File: config.mk
export PLATFORM = sky130hd
export DESIGN_NAME = ruleid_packer
export DESIGN_NICKNAME = d
export VERILOG_FILES = /design/src/rtl/ruleid_packer.sv
export SDC_FILE = /design/constraint.sdc
export NUM_CORES = 2
export LEC_CHECK = 0
export CAP_MARGIN = 15
export CORE_MARGIN = 5
export CORE_UTILIZATION = 45
export DETAILED_ROUTE_END_ITERATION = 7
export PLACE_DENSITY = 0.68
export SLEW_MARGIN = 20
export SYNTH_ARGS = -nofsm -noshare
export SYNTH_HDL_FRONTEND = slang
export SYNTH_SLANG_ARGS = --single-unit
File: constraint.sdc
create_clock -name clk -period 4.25 [get_ports clk]
set_clock_uncertainty 0.15 [all_clocks]
set_input_delay 0.425 -clock clk [delete_from_list [all_inputs] [get_ports clk]]
set_output_delay 0.425 -clock clk [all_outputs]
set_load 0.05 [all_outputs]
File: src/rtl/ruleid_packer.sv
// ruleid_packer
//   Packs a stream of matched rule IDs into wide words for the capture stage.
//   Zero IDs ("no match") are dropped; non-zero IDs fill lanes little-endian
//   (lane k at bits [RID_WIDTH*k +: RID_WIDTH]). A word is emitted when the
//   last lane is written or when in_last flushes a non-empty partial word.
//
// Ports
//   clk         clock, rising edge
//   rst_n       asynchronous active-low reset
//   in_ruleid   rule ID, 0 = no match
//   in_valid    in_ruleid / in_last valid
//   in_last     last ID of a packet, flushes the partial word
//   in_ready    block can accept this cycle
//   out_data    packed word
//   out_valid   out_data valid
//   out_ready   consumer accepts out_data
//   out_fill    number of valid lanes in out_data (1..LANES)
//   stat_words  words emitted (wraps)
//   stat_ids    non-zero IDs packed (wraps)
module ruleid_packer #(
    parameter int RID_WIDTH = 16,
    parameter int OUT_WIDTH = 512
) (
    input  logic                 clk,
    input  logic                 rst_n,
    input  logic [RID_WIDTH-1:0] in_ruleid,
    input  logic                 in_valid,
    input  logic                 in_last,
    output logic                 in_ready,
    output logic [OUT_WIDTH-1:0] out_data,
    output logic                 out_valid,
    input  logic                 out_ready,
    output logic [5:0]           out_fill,
    output logic [31:0]          stat_words,
    output logic [31:0]          stat_ids
);

    localparam int LANES = OUT_WIDTH / RID_WIDTH;
    localparam int IDX_W = (LANES > 1) ? $clog2(LANES) : 1;

    logic                 out_valid_reg;
    logic [OUT_WIDTH-1:0] out_data_reg;
    logic [5:0]           out_fill_reg;
    logic [OUT_WIDTH-1:0] asm_reg;
    logic [OUT_WIDTH-1:0] asm_next;
    logic [IDX_W-1:0]     idx_reg;
    logic [31:0]          stat_words_reg;
    logic [31:0]          stat_ids_reg;
    // Low during reset and for the first edge after release, so nothing is
    // accepted on the edge where reset was still being removed.
    logic                 run_reg;

    logic       accept;
    logic       wr;
    logic       last_lane;
    logic [5:0] fill_next;
    logic       complete;

    // Combinational path from out_ready: a draining output frees the input
    // in the same cycle, so there is no bubble after a drain.
    assign in_ready  = run_reg & (~out_valid_reg | out_ready);
    assign accept    = in_valid & in_ready;
    assign wr        = accept & (in_ruleid != '0);
    assign last_lane = (idx_reg == IDX_W'(LANES - 1));
    // Fill of the word including the current ID when it is being written.
    assign fill_next = 6'(idx_reg) + 6'(wr);
    assign complete  = accept & ((wr & last_lane) | (in_last & (fill_next != 6'd0)));

    // Assembly word with the current ID dropped into lane idx.
    generate
        for (genvar gi = 0; gi < LANES; gi++) begin : g_lane
            assign asm_next[gi*RID_WIDTH +: RID_WIDTH] =
                (wr && (idx_reg == IDX_W'(gi))) ? in_ruleid
                                                : asm_reg[gi*RID_WIDTH +: RID_WIDTH];
        end
    endgenerate

    always_ff @(posedge clk or negedge rst_n) begin
        if (!rst_n) begin
            run_reg        <= 1'b0;
            out_valid_reg  <= 1'b0;
            out_data_reg   <= '0;
            out_fill_reg   <= '0;
            asm_reg        <= '0;
            idx_reg        <= '0;
            stat_words_reg <= '0;
            stat_ids_reg   <= '0;
        end else begin
            run_reg <= 1'b1;
            if (complete) begin
                // Reload covers both an empty output and a same-cycle drain.
                out_data_reg   <= asm_next;
                out_fill_reg   <= fill_next;
                out_valid_reg  <= 1'b1;
                asm_reg        <= '0;
                idx_reg        <= '0;
                stat_words_reg <= stat_words_reg + 32'd1;
            end else begin
                if (wr) begin
                    asm_reg <= asm_next;
                    idx_reg <= idx_reg + IDX_W'(1);
                end
                if (out_valid_reg && out_ready) begin
                    out_valid_reg <= 1'b0;
                end
            end
            if (wr) begin
                stat_ids_reg <= stat_ids_reg + 32'd1;
            end
        end
    end

    assign out_valid  = out_valid_reg;
    assign out_data   = out_data_reg;
    assign out_fill   = out_fill_reg;
    assign stat_words = stat_words_reg;
    assign stat_ids   = stat_ids_reg;

endmodule

==> impl_results.md <==
* Status: completed
* Antenna Violating Nets Remaining at 0
* Worst Hold Class: in -> reg
* CTS max path bufs at 3
* Final GP Congestion at 0.819
* Critical-path maximum fanout at between 80 and 90
* Rel. slew slack at 23.6%
* Share of layout cells above drive strength 1 at 7.70%
* Clock latency on the worst-skew pair at 0.69 ns
* Clk slew on worst S/H paths at 0.06 ns
* Ys flop type: dfrtp_1
* WL final at around 130000 µm
* RSZ-0062 raised after global routing: no
* CTS Root Cell: clkbuf_16
* Mapped cell area at 43700 µm²
* Die Wd at around 320 µm
* Worst Tran Pin Value at about 1.1 ns
* Drt initial violations at 3004
* P&R area growth vs syn at 24.7%
* Post-synth EDFFs at 0
* Grt ovf at 0
* Commonest non-fill, non-tap cell in the layout: dfrtp_1
* Final hold vios at 0
* Pwr per Cell Area at 827 nW/µm²
* Synthesized area per cell at 11.3 µm²
* Core area at 96600 µm²
* Layout Nets at 4355
* Fin crit share at 86.9%
* Crit end category: register
* #FFs+latches synth at approximately 1100
* Gate Count Post-Synth at 3859
* Unique cell type count in the Yosys netlist at 48
* Max Cap Viol at 0
* Rows at 114
* Setup violators final at 0
* DP Area at 50800 µm²
* Global-route wire length before repair at 202000 µm
* Chip Height at 322 µm
* Number of global-route vias before repair at 31600
* Cts repair resizes at 0
* # diodes at 0
* Syn Nets at slightly below 4000
* DRC Markers at 0
* Via density at 5.58
* Tot Pwr at approximately 45000 µW
* Crit path DAT at ~4.1 ns
* Via count at 31700
* Post-CTS Setup Inserts at 0
* Leak Pwr at 0.0282 µW
* Worst vdd ir at about 0.73 mV
* Fmax at 0.271 GHz
* Ys Warns at 0
* I/O pins at 605
* Gr usage total at 25.2%
* Total CTS buffers at roughly 110
* Most frequent cells in the layout: 1101 x dfrtp_1, 587 x clkdlybuf4s50_1, 535 x nor2_1, 510 x a21oi_1, 502 x nor3_1
* Finished Cell Area at 54400 µm²
* WP data required at 4.65 ns
* DR WL/cell at 23.4 µm
* Initial Util at 45.2%
* Critical path launch point type: input pin
* CTS tree: yes
* Port Buffers at 604
* Die area at 103000 µm²
* Hold Buf Count CTS at 1
* Largest net degree at the start of global routing at 121
* Initial antenna violation count at 4
* TritonCTS Sinks at 1101
* Detailed Place HPWL at around 80000 µm
* Final Slew Violations at 0
* Async S/R FF share, synth at between 90% and 100%
* Final min period at roughly 3.7 ns
* Router iterations before antenna repair at 6
* WS Path Type: in -> reg
* Seq/Total Area, Yosys at 63.1%
* CTS H-tree lvls at 3
cells in the mapped netlist, types with 2 or more instances:
cell type | instances | area, µm²
nor2b_1 | 2 | 12.5
xor2_1 | 36 | 315
ha_1 | 10 | 125
nand2b_1 | 5 | 31.3
clkbuf_1 | 185 | 694
buf_4 | 23 | 173
or4_1 | 30 | 225
nand3_1 | 31 | 155
nand4_1 | 22 | 138
and4_1 | 3 | 26.3
o21ai_0 | 5 | 25.0
nor4b_1 | 2 | 17.5
a2111oi_0 | 2 | 17.5
and3_1 | 23 | 144
buf_1 | 12 | 45.0
buf_6 | 18 | 203
dfrtp_1 | 1101 | 27600
a21boi_0 | 3 | 22.5
a21oi_1 | 510 | 2550
buf_2 | 139 | 696
nand2_1 | 61 | 229
nor2_1 | 535 | 2010
mux2i_1 | 496 | 4960
xnor2_1 | 32 | 280
nor3_1 | 502 | 2510
nor4_1 | 9 | 56.3
o2111ai_1 | 2 | 17.5
a211oi_1 | 11 | 82.6
and2_1 | 2 | 12.5
mux2_2 | 4 | 45.0
inv_1 | 11 | 41.3
a31oi_1 | 16 | 100
layer usage:
metal | global-route usage [%] | vias to the layer above | share of wire, %
met5 | 0 | - | 0
met4 | 7.85 | 0 | 3.0
met3 | 4.09 | 185 | 5.9
met2 | 40.6 | 1073 | 48
met1 | 35.6 | 16200 | 43
li1 | - | 14200 | -
kinds of logic after synthesis:
| logic type | share of synthesized area (%) |
|---|---|
| AOI/OAI and AO/OA | 6.58 |
| muxes | 11.5 |
| other | 0.00859 |
| adders and majority gates | 0.286 |
| DFF | 63.1 |
| xor gates and xnor gates | 1.36 |
| and+or+nand+nor | 13.0 |
| buffers and inverters | 4.25 |
worst max-delay path: stages:
cell,delay (ns)
buf_2,0.11
nor4_1,0.87
and4_4,0.39
nor2_1,0.07
ha_1,0.21
ha_1,0.23
and2_1,0.17
a21oi_1,0.36
o211ai_4,0.15
nand2_8,0.49
buf_12,0.38
a21oi_1,0.12
stage by stage:
step	util, %	TNS (ns)	hold WS (ns)	cells	setup slack (ns)
2_1_floorplan	-	0	-0.0206	3859	0.364
3_3_place_gp	52.6	-364.74	0.320	5486	-0.449
3_5_place_dp	52.6	-10.75	0.314	5486	-0.0845
4_1_cts	56.4	0	0.103	5689	0.667
5_1_grt	56.4	0	0.119	5689	0.436
6_report	56.4	0	0.156	5689	0.556
worst paths after layout:
kind | cells past startpoint | end | startpoint | slack (ns)
max | 12 | out_data[22]$_DFFE_PN0P_ | in_ruleid[0] | 0.56
min in group asynchronous | 2 | out_data[355]$_DFFE_PN0P_ | rst_n | 0.27
max in group asynchronous | 3 | out_data[212]$_DFFE_PN0P_ | rst_n | 2.45
min reg2reg | 1 | stat_words[31]$_DFFE_PN0P_ | stat_words[31]$_DFFE_PN0P_ | 0.32
min | 4 | out_data[508]$_DFFE_PN0P_ | in_ruleid[12] | 0.16
max reg2reg | 10 | out_data[172]$_DFFE_PN0P_ | out_valid$_DFFE_PN0P_ | 0.66
power breakdown:
part	internal, µW	switching [µW]	total, µW
clock network	5450	4130	9570
logic	6230	13100	19300
registers	13600	2480	16100
final cells by class:
class	instances	area (µm²)
inverters	12	45.0
well taps	1276	1600
clock buffers	164	3270
multi-input cells	2369	14300
repair buffers	729	7340
flip-flops and latches	1101	27600
clock inverters	38	334
fillers	8191	42100
No activity file was read; power rests on OpenSTA's default activity.
